## config.mk

```make
export PLATFORM = sky130hd
export DESIGN_NAME = rxuart_flat
export DESIGN_NICKNAME = d
export VERILOG_FILES = /design/src/rtl/rxuart_pkg.sv /design/src/rtl/rxuart_if.sv /design/src/rtl/rxuart_ff_sync.sv /design/src/rtl/rxuart.sv /design/src/flat_wrapper.sv
export SDC_FILE = /design/constraint.sdc
export NUM_CORES = 1
export LEC_CHECK = 0
export ABC_AREA = 1
export BUFFER_PORTS_ARGS = -buffer_cell sky130_fd_sc_hd__buf_2
export CAP_MARGIN = 20
export CORE_UTILIZATION = 60
export DETAILED_ROUTE_END_ITERATION = 8
export PLACE_DENSITY = 0.78
export SLEW_MARGIN = 0
export SYNTH_ARGS = -nofsm -noshare
export SYNTH_HDL_FRONTEND = slang
export SYNTH_HIERARCHICAL = 1
export SYNTH_SLANG_ARGS = --single-unit
```

## constraint.sdc

```tcl
create_clock -name i_clk -period 2.2 [get_ports i_clk]
set_clock_uncertainty 0.05 [all_clocks]
set_input_delay 0.22 -clock i_clk [delete_from_list [all_inputs] [get_ports i_clk]]
set_output_delay 0.22 -clock i_clk [all_outputs]
set_load 0.01 [all_outputs]
```

## src/rtl/rxuart_pkg.sv

```systemverilog
// rtl/rxuart_pkg.sv - shared types and widths for the rxuart receiver
package rxuart_pkg;

  localparam int BAUD_W    = 24;
  localparam int DATA_W    = 8;
  localparam int BIT_CNT_W = $clog2(DATA_W);

  typedef enum logic [2:0] {
    IDLE      = 3'd0,
    START     = 3'd1,
    DATA      = 3'd2,
    PARITY    = 3'd3,
    STOP      = 3'd4,
    WAIT_IDLE = 3'd5
  } state_e;

endpackage

```

## src/rtl/rxuart_if.sv

```systemverilog
// rtl/rxuart_if.sv - serial line and received-byte strobe bundle; o_parity_err only with RXUART_PARITY_EN
interface rxuart_if;
  import rxuart_pkg::*;

  logic              i_uart_rx;
  logic              o_wr;
  logic [DATA_W-1:0] o_data;
  logic              o_frame_err;
`ifdef RXUART_PARITY_EN
  logic              o_parity_err;

  modport slave  (input  i_uart_rx, output o_wr, output o_data, output o_frame_err, output o_parity_err);
  modport master (output i_uart_rx, input  o_wr, input  o_data, input  o_frame_err, input  o_parity_err);
`else
  modport slave  (input  i_uart_rx, output o_wr, output o_data, output o_frame_err);
  modport master (output i_uart_rx, input  o_wr, input  o_data, input  o_frame_err);
`endif

endinterface

```

## src/rtl/rxuart_ff_sync.sv

```systemverilog
// rtl/rxuart_ff_sync.sv - multi-flop synchronizer with configurable reset value
module ff_sync #(
  parameter int   STAGES    = 2,
  parameter logic RESET_VAL = 1'b1
) (
  input  logic i_clk,
  input  logic i_reset_n,
  input  logic i_d,
  output logic o_q
);

  logic [STAGES-1:0] sync_q;
  logic [STAGES-1:0] sync_d;

  always_comb begin
    sync_d = {sync_q[STAGES-2:0], i_d};
  end

  always_ff @(posedge i_clk or negedge i_reset_n) begin
    if (!i_reset_n) begin
      sync_q <= {STAGES{RESET_VAL}};
    end else begin
      sync_q <= sync_d;
    end
  end

  assign o_q = sync_q[STAGES-1];

endmodule

```

## src/rtl/rxuart.sv

```systemverilog
// rtl/rxuart.sv - 8N1 UART receiver with mid-baud sampling; RXUART_PARITY_EN adds an even-parity bit
module rxuart
  import rxuart_pkg::*;
#(
  parameter logic [BAUD_W-1:0] CLOCKS_PER_BAUD = 24'd868
) (
  input  logic    i_clk,
  input  logic    i_reset_n,
  rxuart_if.slave bus
);

  localparam logic [BAUD_W-1:0] HALF_LOAD = (CLOCKS_PER_BAUD >> 1) - BAUD_W'(1);
  localparam logic [BAUD_W-1:0] FULL_LOAD = CLOCKS_PER_BAUD - BAUD_W'(1);

  logic rx_s;

  state_e                state_q, state_d;
  logic [BAUD_W-1:0]     baud_cnt_q, baud_cnt_d;
  logic [BIT_CNT_W-1:0]  bit_cnt_q, bit_cnt_d;
  logic [DATA_W-1:0]     shift_q, shift_d;
  logic [DATA_W-1:0]     data_q, data_d;
  logic                  wr_q, wr_d;
  logic                  frame_err_q, frame_err_d;
`ifdef RXUART_PARITY_EN
  logic                  parity_q, parity_d;
  logic                  parity_err_q, parity_err_d;
`endif

  logic sampling;
  logic tick;

  ff_sync #(
    .STAGES    (2),
    .RESET_VAL (1'b1)
  ) u_sync (
    .i_clk     (i_clk),
    .i_reset_n (i_reset_n),
    .i_d       (bus.i_uart_rx),
    .o_q       (rx_s)
  );

  assign sampling = (state_q == START) || (state_q == DATA) ||
                    (state_q == PARITY) || (state_q == STOP);
  assign tick     = sampling && (baud_cnt_q == '0);

  always_comb begin
    state_d     = state_q;
    baud_cnt_d  = baud_cnt_q;
    bit_cnt_d   = bit_cnt_q;
    shift_d     = shift_q;
    data_d      = data_q;
    wr_d        = 1'b0;
    frame_err_d = frame_err_q;
`ifdef RXUART_PARITY_EN
    parity_d     = parity_q;
    parity_err_d = parity_err_q;
`endif

    if (sampling) begin
      baud_cnt_d = tick ? FULL_LOAD : (baud_cnt_q - BAUD_W'(1));
    end

    case (state_q)
      IDLE: begin
        // Half-baud load puts every later tick at the bit centre
        if (!rx_s) begin
          baud_cnt_d = HALF_LOAD;
          state_d    = START;
        end
      end
      START: begin
        if (tick) begin
          if (rx_s) begin
            state_d = IDLE;
          end else begin
            bit_cnt_d = '0;
            state_d   = DATA;
          end
        end
      end
      DATA: begin
        if (tick) begin
          shift_d   = {rx_s, shift_q[DATA_W-1:1]};
          bit_cnt_d = bit_cnt_q + BIT_CNT_W'(1);
          if (bit_cnt_q == BIT_CNT_W'(DATA_W - 1)) begin
`ifdef RXUART_PARITY_EN
            state_d = PARITY;
`else
            state_d = STOP;
`endif
          end
        end
      end
`ifdef RXUART_PARITY_EN
      PARITY: begin
        if (tick) begin
          parity_d = rx_s;
          state_d  = STOP;
        end
      end
`endif
      STOP: begin
        if (tick) begin
          wr_d        = 1'b1;
          data_d      = shift_q;
          frame_err_d = !rx_s;
`ifdef RXUART_PARITY_EN
          parity_err_d = ^{shift_q, parity_q};
`endif
          // A low stop bit may be a break; hold off until the line recovers
          state_d = rx_s ? IDLE : WAIT_IDLE;
        end
      end
      WAIT_IDLE: begin
        if (rx_s) begin
          state_d = IDLE;
        end
      end
      default: begin
        state_d = IDLE;
      end
    endcase
  end

  always_ff @(posedge i_clk or negedge i_reset_n) begin
    if (!i_reset_n) begin
      state_q     <= IDLE;
      baud_cnt_q  <= '0;
      bit_cnt_q   <= '0;
      shift_q     <= '0;
      data_q      <= '0;
      wr_q        <= 1'b0;
      frame_err_q <= 1'b0;
`ifdef RXUART_PARITY_EN
      parity_q     <= 1'b0;
      parity_err_q <= 1'b0;
`endif
    end else begin
      state_q     <= state_d;
      baud_cnt_q  <= baud_cnt_d;
      bit_cnt_q   <= bit_cnt_d;
      shift_q     <= shift_d;
      data_q      <= data_d;
      wr_q        <= wr_d;
      frame_err_q <= frame_err_d;
`ifdef RXUART_PARITY_EN
      parity_q     <= parity_d;
      parity_err_q <= parity_err_d;
`endif
    end
  end

  assign bus.o_wr        = wr_q;
  assign bus.o_data      = data_q;
  assign bus.o_frame_err = frame_err_q;
`ifdef RXUART_PARITY_EN
  assign bus.o_parity_err = parity_err_q;
`endif

endmodule

```

## src/flat_wrapper.sv

```systemverilog
// flat-port wrapper written by rule: the top's interface ports become plain ports
module rxuart_flat import rxuart_pkg::*;
#(
  parameter logic [BAUD_W-1:0] CLOCKS_PER_BAUD = 24'd868
)
  (i_clk, i_reset_n, bus_i_uart_rx, bus_o_wr, bus_o_data, bus_o_frame_err);
  rxuart_if bus_i ();
  input  logic i_clk;
  input  logic i_reset_n;
  input wire logic [$bits(bus_i.i_uart_rx)-1:0] bus_i_uart_rx;
  output wire logic [$bits(bus_i.o_wr)-1:0] bus_o_wr;
  output wire logic [$bits(bus_i.o_data)-1:0] bus_o_data;
  output wire logic [$bits(bus_i.o_frame_err)-1:0] bus_o_frame_err;
  assign bus_i.i_uart_rx = bus_i_uart_rx;
  assign bus_o_wr = bus_i.o_wr;
  assign bus_o_data = bus_i.o_data;
  assign bus_o_frame_err = bus_i.o_frame_err;
  rxuart #(.CLOCKS_PER_BAUD(CLOCKS_PER_BAUD)) u_core (.i_clk(i_clk), .i_reset_n(i_reset_n), .bus(bus_i));
endmodule
```

==> reports/metrics.yaml, run 1 <==
run_status:
  outcome: "finished clean"
logic_synthesis:
  synthDistinctLibCells: 31
  seq_area_frac_synth_pct: 48.62
  synth_top_area_share_pct: 46.58
  postSynthAreaPerCell_sq_um: 7.935
  synthMostInstantiatedCell: "nand2_1"
  netlist_area_sq_um: 2579
  synth_edf_count: 0
  yosysTopAreaCell: "dfrtp_1"
  synth_warnings: 6
  yosys_most_used_dff: "dfrtp_1"
  synth_nets: 332
  ys_async_sr_fraction_pct: 100.0
  synth_area_leaders: "dfrtp_1 (47%), nand2_1 (11%), nor2_1 (7.3%)"
  ys_ff_latch: 50
  synthTopCellsByCount: "nand2_1 (77), nor2_1 (50), dfrtp_1 (48), inv_1 (46), nand3_1 (25)"
  netlist_instances: 325
clocking:
  clk_pin_slew_ns: 0.10
  clock_latency_ns: 0.31
  post_cts_buffers: 0
  htreeDepth: 2
  cts_root_buffer: "clkbuf_8"
  cts-buffers-inserted: 5
  cts.sinks: 50
  cts_tree: "done"
  cts.path.max_buffers: 2
pwr:
  seqPwrFrac_pct: 61.6
  power_frac_clock_pct: 36.5
  p_leak_nw: 1.572
  p_int_mw: 1.159
  combPwrFrac_pct: 1.9
  p_per_area_nw_per_um2: 535.3
  net-switching-power_uw: 339.7
  p_sw_share_pct: 22.66
  ir_drop_mv: 0.3672
global_routing:
  grt_use_total_pct: 23.24
  grt_util_met3_pct: 4.899
  grt.met2_usage_pct: 35.77
  antenna_found_initial: 0
  gr-total-overflow: 0
  grt_pass1_vias: 1850
  grt_busiest_layer: "met2"
  grt_pass1_wl_um: 7900
  grt_max_degree: 27
  grt_util_met1_pct: 31.28
timing:
  slew_headroom_pct: 60.41
  finalSetupTns_ns: 0
  finalMaxSlewViolations: 0
  min_period_over_period_pct: 87.87
  hold_viol: 0
  rsz0062_at_grt: "false"
  hold_slack_ns: 0.3096
  fmax_ghz: 0.5173
  final.min_clock_period_ns: 1.933
  tightest_slew_ns: 0.5938
  setup_viol: 0
critical_path:
  crit_path_end_kind: "flip-flop"
  worst_ep_required_time_ns: 2.36
  path_class: "reg2reg"
  cp.arrival_ns: 2.09
  path_max_fanout: 6
  critPathLaunchType: "flip-flop"
  reg2reg_slack_ns: 0.27
run:
  cap_violations: 0
routing:
  wl_per_cell_um: 11.51
  routed_via_density: 5.117
  ant_nets: 0
  vias: 2016
  dr.pass1.iters: 4
  totalWireLength_um: 4536
  drt-initial-drc-count: 127
  route.detailed.drc: 0
finish:
  drive_gt1_share_pct: 12.79
  area_growth_pct: 8.588
  nets: 350
  antenna_cells: 0
  n_fill_cell: 346
floorplanning:
  start_util_pct: 63.55
  fp.coreArea_sq_um: 4058
  dieArea_sq_um: 4564
  ios: 13
  row_count: 23
  die_y_um: 67.56
  dieWidth_um: 67.56
placed_design:
  gp_congestion: 0.8765
  io_buffers: 12
  hpwlAfterDp_um: 3250
min_path:
  hold_class: "reg2reg"
[worst paths after layout]
path                                            to                     from  cells after the start
setup / recovery             u_core/baud_cnt_q[22]     u_core/baud_cnt_q[0]                      9
hold / removal             u_core/u_sync/sync_q[1]  u_core/u_sync/sync_q[0]                      0
setup reg to reg             u_core/baud_cnt_q[22]     u_core/baud_cnt_q[0]                      9
hold reg to reg            u_core/u_sync/sync_q[1]  u_core/u_sync/sync_q[0]                      0
max in group asynchronous  u_core/u_sync/sync_q[0]                i_reset_n                      3
min in group asynchronous     u_core/bus.o_data[3]                i_reset_n                      2
[cell type report]
cell class | count | area (sq um) | area share, %
Sequential cell | 50 | 1254 | 44.77
Multi-Input combinational cell | 225 | 1117 | 39.90
Inverter | 46 | 172.7 | 6.166
Timing Repair Buffer | 15 | 100.1 | 3.575
Clock buffer | 5 | 68.82 | 2.458
Tap cell | 50 | 62.56 | 2.234
Clock inverter | 3 | 25.02 | 0.8937
[sequential cells by signal, summed over array words and instances, names as in the netlist]
name                    flops
u_core/bus.o_frame_err      1
u_core/baud_cnt_q          24
u_core/u_sync/sync_q        2
u_core/state_q              3
u_core/bit_cnt_q            3
u_core/bus.o_data           8
u_core/shift_q              8
u_core/bus.o_wr             1
[layout by cell type (no fill, tap or decap), types with 3 or more instances in the layout]
master / n
o21ai_0: 10
nor3_1: 7
nand2_4: 3
nand3_1: 25
buf_2: 12
inv_1: 46
clkbuf_8: 5
nor2_1: 50
o21ai_2: 9
o21ai_1: 9
ha_1: 4
a21oi_1: 8
nand2_1: 77
dfrtp_1: 48
nand4_1: 4
[layer usage]
metal | part of all wire, % | vias up
met4 | 0.18 | 0
met2 | 46 | 42
met5 | 0 | -
met3 | 3.1 | 2
met1 | 51 | 907
li1 | - | 1065
[stage by stage]
stage                     setup slack (ns)  total power, mW  area [sq um]  instances  utilization (%)
final                               0.2669            1.499          2800        394            69.01
after global routing               0.08861            1.558          2800        394            69.01
after CTS                           0.2945            1.523          2800        394            69.01
after detailed placement            0.3113           0.9683          2686        384            66.20
after global placement              0.3644           0.9678          2686        384            66.20
after floorplan                     0.5652           0.9432          2579        325                -
[kinds of logic after synthesis]
kind of cell,count (synthesis),share of synthesized area [%]
AND/OR/NAND/NOR,180,31.54
buffers and inverters,50,8.054
flip-flops,50,48.62
AO/OA/AOI/OAI,39,9.171
adder cells (fa/ha/maj),4,1.941
XOR/XNOR,2,0.6794
[timing repair]
action                     4_1_cts  5_1_grt
gates resized for setup          0        0
hold endpoints to repair        25        0
setup endpoints to repair        0        0
hold buffers                     2        0
[worst max-delay path: stages (launching register included)]
cell and delay, ns:
dfrtp_1 0.38, inv_1 0.13, ha_1 0.23, nand2_1 0.07, nor2_1 0.27, nand3_1 0.27
nor2_1 0.23, nand3_1 0.09, nand2_1 0.07, nor2_1 0.04
[power by group through the flow]
stage          logic (mW)  registers [mW]  clock network, mW
2_1_floorplan     0.00216           0.941                  0
3_3_place_gp       0.0268           0.941                  0
3_5_place_dp       0.0272           0.941                  0
4_1_cts            0.0302           0.923              0.569
5_1_grt            0.0335           0.924              0.601
6_report           0.0285           0.923              0.548
No activity file was read; power rests on OpenSTA's default activity.
==> inputs of run 2 (changes only) <==
==> constraint.sdc (replaced) <==
create_clock -name i_clk -period 1.9 [get_ports i_clk]
set_clock_uncertainty 0.05 [all_clocks]
set_input_delay 0.19 -clock i_clk [delete_from_list [all_inputs] [get_ports i_clk]]
set_output_delay 0.19 -clock i_clk [all_outputs]
set_load 0.01 [all_outputs]
==> reports/metrics.yaml, run 2 (same netlist as run 1, synthesis figures left out) <==
clocking:
  clk_pin_slew_ns: 0.09  # about the same
  clock_latency_ns: 0.31  # about the same
  cts.path.max_buffers: 2  # unchanged
  cts_root_buffer: "clkbuf_8"
  htreeDepth: 2  # unchanged
  cts.sinks: 50  # unchanged
  cts_tree: "done"
  cts-buffers-inserted: 5  # unchanged
finish:
  largest_register: "u_core/baud_cnt_q"
  largest_reg_flops: 24  # unchanged
  nets: 360  # +2.9%
  area_growth_pct: 12.95
  antenna_cells: 0  # unchanged
  layout_common_cells: "nand2_1 (77), nor2_1 (48), dfrtp_1 (48)"
  drive_gt1_share_pct: 16.38  # +3.6 points
  layout_commonest_cell: "nand2_1"
  post-route-util_pct: 71.79  # +2.8 points
timing:
  slew_headroom_pct: 61.53  # +1.1 points
  finalSetupTns_ns: 0  # unchanged
  finalMaxSlewViolations: 0  # unchanged
  setup_viol: 0  # unchanged
  worst_slack_ns: 0.1535  # -0.1134 ns
  hold_viol: 0  # unchanged
  final.min_clock_period_ns: 1.746  # -0.1866 ns
  rsz0062_at_grt: "false"
  fmax_ghz: 0.5726  # +11%
  tightest_slew_ns: 0.5770  # -0.01682 ns
  min_period_over_period_pct: 91.92  # +4.1 points
global_routing:
  gr-total-overflow: 0  # unchanged
  grt_pass1_wl_um: 8004  # +1.3%
  antenna_found_initial: 0  # unchanged
  grt_max_degree: 27  # unchanged
  grt_use_total_pct: 23.63  # +0.40 points
  grt_pass1_vias: 1894  # +2.4%
routing:
  wl_per_cell_um: 11.37  # -1.2%
  routed_via_density: 5.166  # +0.96%
  totalWireLength_um: 4595  # +1.3%
  ant_nets: 0  # unchanged
  vias: 2087  # +3.5%
  route.detailed.drc: 0  # unchanged
  drt-initial-drc-count: 123  # -3.1%
  dr.pass1.iters: 5  # +1
floorplanning:
  dieArea_sq_um: 4564  # unchanged
  row_count: 23  # unchanged
  die_y_um: 67.56  # unchanged
  dieWidth_um: 67.56  # unchanged
  fp.coreArea_sq_um: 4058  # unchanged
  start_util_pct: 63.55  # unchanged
  ios: 13  # unchanged
min_path:
  hold_class: "reg2reg"
placed_design:
  hpwlAfterDp_um: 3322  # +2.2%
  place_ws_ns: 0.04160  # -0.2697 ns
  io_buffers: 12  # unchanged
  gp_congestion: 0.8090  # -7.7%
pwr:
  ir_drop_mv: 0.6854  # +87%
  p_leak_nw: 1.644  # +4.6%
  p_per_area_nw_per_um2: 637.2  # +19%
critical_path:
  path_max_fanout: 13  # +7
  path_class: "reg2reg"
  cp.arrival_ns: 1.94  # -0.15 ns
  worst_ep_required_time_ns: 2.10  # -0.26 ns
  critPathLaunchType: "flip-flop"
  crit_path_end_kind: "flip-flop"
run:
  cap_violations: 0  # unchanged
run_status:
  outcome: "finished clean"
run 2: cell type report:
class | count | area [sq um]
Clock inverter | 3 | 43.79
Inverter | 46 | 172.7
Multi-Input combinational cell | 225 | 1136
Sequential cell | 50 | 1254
Fill cell | 321 | 1145
Tap cell | 50 | 62.56
Timing Repair Buffer | 25 | 175.2
Clock buffer | 5 | 68.82
run 2: worst paths after layout:
check                                         from                       to  slack, ns  cells past startpoint
min                        u_core/u_sync/sync_q[0]  u_core/u_sync/sync_q[1]       0.31                      0
max in group asynchronous                i_reset_n  u_core/u_sync/sync_q[1]       0.83                      3
min in group asynchronous                i_reset_n     u_core/bus.o_data[0]       0.36                      2
max                              u_core/state_q[1]    u_core/baud_cnt_q[17]       0.15                      8
max reg2reg                      u_core/state_q[1]    u_core/baud_cnt_q[17]       0.15                      8
min reg2reg                u_core/u_sync/sync_q[0]  u_core/u_sync/sync_q[1]       0.31                      0
run 2: power by group:
group          switching [mW]  total [mW]  internal [mW]
Sequential            0.00185        1.07           1.07
Combinational          0.0232      0.0324        0.00916
Clock                   0.360       0.755          0.395
run 2: routing by layer:
layer / global-route usage (%) / vias to the layer above / share of wire (%)
met5: 0 / - / 0
met4: 7.447 / 0 / 1.2
met3: 5.574 / 5 / 3.3
met2: 40.59 / 40 / 48
met1: 29.00 / 957 / 48
li1: - / 1085 / -
run 2: per-stage QoR:
stage | std cells | hold WS (ns) | power, mW | cell area, sq um
detailed placement | 388 | 0.1709 | 1.121 | 2716
global route | 404 | 0.3189 | 1.924 | 2913
floorplan | 325 | -0.1556 | 1.092 | 2579
CTS | 398 | 0.3126 | 1.882 | 2849
global placement | 388 | 0.1704 | 1.121 | 2716
finish | 404 | 0.3112 | 1.856 | 2913
run 2: critical path: stages, from the launching register on:
cell and delay (ns):
dfrtp_1 0.46, o21ai_2 0.25, nand2_4 0.14, nand2_4 0.13
nor2_8 0.07, nor2_4 0.28, buf_4 0.18, nand2_1 0.05
nor2_1 0.08
run 2: timing repair:
| item | 4_1_cts | 5_1_grt |
|---|---|---|
| hold endpoints to repair | 25 | 0 |
| buffers inserted | 0 | 6 |
| resized for setup | 0 | 5 |
| hold buffers | 2 | 0 |
| setup endpoints to repair | 0 | 19 |
==> inputs of run 3 (changes only) <==
--- a/config.mk
+++ b/config.mk
@@ -5,12 +5,11 @@
 export SDC_FILE = /design/constraint.sdc
 export NUM_CORES = 1
 export LEC_CHECK = 0
-export ABC_AREA = 1
 export BUFFER_PORTS_ARGS = -buffer_cell sky130_fd_sc_hd__buf_2
 export CAP_MARGIN = 20
 export CORE_UTILIZATION = 60
 export DETAILED_ROUTE_END_ITERATION = 8
-export PLACE_DENSITY = 0.78
+export PLACE_DENSITY = 0.79
 export SLEW_MARGIN = 0
 export SYNTH_ARGS = -nofsm -noshare
 export SYNTH_HDL_FRONTEND = slang
==> reports/metrics.yaml, run 3 <==
run_status:
  outcome: "finished with violations"
  violations: "setup timing"
placed_design:
  placed_cells: 305  # -21%
  gp_congestion: 0.7917  # -2.1%
  post_dp_cell_area_sq_um: 2861  # +5.3%
  io_buffers: 12  # unchanged
  hpwlAfterDp_um: 3872  # +17%
finish:
  largest_reg_flops: 24  # unchanged
  area_growth_pct: 27.53
  layout_common_cells: "dfrtp_1 (48), buf_4 (40), nor2_1 (26)"
  post-route-util_pct: 80.94  # +9.2 points
  n_fill_cell: 195  # -39%
  multi_input_area_sq_um: 1130  # -0.55%
  fin_area_sq_um: 3008  # +3.3%
  largest_register: "u_core/baud_cnt_q"
  antenna_cells: 0  # unchanged
  register_area_sq_um: 1254  # unchanged
  nets: 274  # -24%
  drive_gt1_share_pct: 33.58  # +17 points
  stdcell_count: 316  # -22%
  layout_commonest_cell: "dfrtp_1"
logic_synthesis:
  synth_edf_count: 0  # unchanged
  synth_warnings: 6  # unchanged
  synthTopCellsByCount: "dfrtp_1 (48), nor2_1 (26), mux2_2 (17), xor2_1 (17), nand3_1 (9)"
  synth_nets: 220  # -34%
  netlist_instances: 213  # -34%
  netlist_area_sq_um: 2359  # -8.5%
  seq_area_frac_synth_pct: 53.16  # +4.5 points
  synthDistinctLibCells: 38  # +23%
  synth_area_leaders: "dfrtp_1 (51%), mux2_2 (8.1%), xor2_1 (6.3%)"
  synthMostInstantiatedCell: "dfrtp_1"
  postSynthAreaPerCell_sq_um: 11.07  # +40%
  yosys_most_used_dff: "dfrtp_1"
  synth_top_area_share_pct: 50.93  # +4.3 points
  ys_async_sr_fraction_pct: 100.0  # unchanged
  yosysTopAreaCell: "dfrtp_1"
  ys_ff_latch: 50  # unchanged
clocking:
  cts_tree: "done"
  cts-buffers-inserted: 5  # unchanged
  cts.sinks: 50  # unchanged
  clk_pin_slew_ns: 0.09  # about the same
  htreeDepth: 2  # unchanged
  cts.path.max_buffers: 2  # unchanged
  clock_latency_ns: 0.31  # about the same
  cts_root_buffer: "clkbuf_8"
floorplanning:
  fp.coreArea_sq_um: 3716  # -8.4%
  ios: 13  # unchanged
  dieArea_sq_um: 4185  # -8.3%
  row_count: 22  # -4.3%
  die_y_um: 64.70  # -4.2%
  dieWidth_um: 64.70  # -4.2%
  start_util_pct: 63.47  # -0.084 points
global_routing:
  gr-total-overflow: 0  # unchanged
  grt_use_total_pct: 31.59  # +8.0 points
  grt_pass1_vias: 2051  # +8.3%
  grt_max_degree: 20  # -26%
  grt_pass1_wl_um: 9763  # +22%
  antenna_found_initial: 0  # unchanged
critical_path:
  cp_top_family: "simple AND/OR/NAND/NOR gates"
  crit_path_end_kind: "flip-flop"
  path_class: "reg2reg"
  crit_buf_inv: 0  # -1
  path_max_fanout: 5  # -8
  path_cells: "or4_4, nor4b_4, nand4_2, or3_4, mux2_4"
  critPathSlowestCell: "or4_4"
  slowest_delay_ns: 0.56  # +0.10 ns
  critPathLaunchType: "flip-flop"
  cp.arrival_ns: 2.46  # +0.52 ns
  rr_worst_depth: 5  # -3
  reg2reg_slack_ns: -0.41  # -0.57 ns
  worst_ep_required_time_ns: 2.04  # -0.06 ns
  r2r-start: "u_core/baud_cnt_q[10]"
  r2r-end: "u_core/bit_cnt_q[0]"
pwr:
  p_leak_nw: 1.522  # -7.4%
  ir_drop_mv: 0.3894  # -43%
  p_per_area_nw_per_um2: 611.1  # -4.1%
  p_int_mw: 1.463  # -0.55%
  power_frac_clock_pct: 40.1  # -0.6 points
  combPwrFrac_pct: 1.7  # about the same
  seqPwrFrac_pct: 58.2  # +0.6 points
  p_sw_share_pct: 20.41  # -0.33 points
  net-switching-power_uw: 375.2  # -2.5%
routing:
  totalWireLength_um: 5794  # +26%
  route.detailed.drc: 0  # unchanged
  wl_per_cell_um: 18.34  # +61%
  ant_nets: 0  # unchanged
  drt-initial-drc-count: 166  # +35%
  dr.pass1.iters: 4  # -1
  vias: 1903  # -8.8%
  routed_via_density: 6.022  # +17%
timing:
  min_period_over_period_pct: 121.8  # +30 points
  tightest_slew_ns: 0.4125  # -0.1645 ns
  finalMaxSlewViolations: 0  # unchanged
  hold_viol: 0  # unchanged
  final.min_clock_period_ns: 2.315  # +0.5682 ns
  fmax_ghz: 0.4320  # -25%
  slew_headroom_pct: 72.50  # +11 points
  setup_viol: 48  # +48
  worst_slack_ns: -0.4147  # -0.5682 ns
  rsz0062_at_grt: "true"
min_path:
  hold_class: "in2async"
run:
  cap_violations: 0  # unchanged
==> run 3: cell types whose count changed after synthesis, sizes merged, moves of 17 or more <==
cell,before,now
inv,46,4
mux2,0,17
nand2,82,7
nand3,26,9
nor2,55,26
o21ai,28,3
==> run 3: logic make-up (layout without fill, tap and decap cells) <==
logic type / after synthesis / after routing / share of synthesized area [%]
flops: 50 / 50 / 53.16
xor+xnor: 20 / 20 / 7.427
compound gates: 24 / 24 / 6.685
fa+ha+maj: 4 / 4 / 2.122
simple gates: 84 / 84 / 20.11
buf+inv: 14 / 69 / 2.387
mux: 17 / 17 / 8.117
==> run 3: per-layer routing <==
metal  wire length (um)  GRT usage [%]  vias up
met1               2229          35.55      947
li1                   -              -      863
met2               3156          57.89       67
met5                  0              0        -
met4                185          14.44        0
met3                222          5.282       26
==> run 3: stage by stage <==
stage,total power [mW],setup WS [ns],hold WS (ns),TNS (ns)
2_1_floorplan,1.093,-0.4913,-0.1556,-13.72
3_3_place_gp,1.118,-0.3062,0.08799,-9.486
3_5_place_dp,1.120,-0.3784,0.09536,-12.64
4_1_cts,1.847,-0.3895,0.2921,-13.55
5_1_grt,1.895,-0.5229,0.3150,-20.95
6_report,1.838,-0.4147,0.2893,-15.24
==> run 3: what timing repair did <==
action / CTS / global route
setup buffers: 0 / 1
pin swaps: 1 / 3
setup endpoints to repair: 48 / 48
hold buffers: 2 / 0
hold endpoints to repair: 18 / 0
gates resized for setup: 1 / 1
==> run 3: worst max path at each step <==
stage / from / to / slack [ns] / cells after the start
4_1_cts: u_core/baud_cnt_q[8] / u_core/bit_cnt_q[0] / -0.39 / 5
6_report: u_core/baud_cnt_q[10] / u_core/bit_cnt_q[0] / -0.41 / 5
3_3_place_gp: u_core/baud_cnt_q[10] / u_core/bus.o_data[0] / -0.31 / 5
5_1_grt: u_core/baud_cnt_q[10] / u_core/bit_cnt_q[0] / -0.52 / 5
2_1_floorplan: u_core/baud_cnt_q[10] / u_core/bit_cnt_q[0] / -0.49 / 5
3_5_place_dp: u_core/baud_cnt_q[8] / u_core/baud_cnt_q[18] / -0.38 / 7
==> run 3: worst reg2reg max path, stage by stage, from the launching register on <==
cell and delay, ns:
dfrtp_1 0.39, or4_4 0.56, nor4b_4 0.41, nand4_2 0.16, or3_4 0.37, mux2_4 0.27
==> run 3: layout make-up <==
type                            count  area share [%]
Inverter                            4          0.4992
Timing Repair Buffer               57           14.64
Clock inverter                      3           1.331
Clock buffer                        5           2.288
Sequential cell                    50           41.68
Tap cell                           48           1.997
Multi-Input combinational cell    149           37.56
==> run 3: power groups by stage <==
| stage | Clock [mW] | Combinational (mW) | Sequential, mW |
|---|---|---|---|
| 4_1_cts | 0.744 | 0.0328 | 1.07 |
| 3_3_place_gp | 0 | 0.0274 | 1.09 |
| 2_1_floorplan | 0 | 0.00473 | 1.09 |
| 5_1_grt | 0.788 | 0.0364 | 1.07 |
| 6_report | 0.736 | 0.0315 | 1.07 |
| 3_5_place_dp | 0 | 0.0293 | 1.09 |
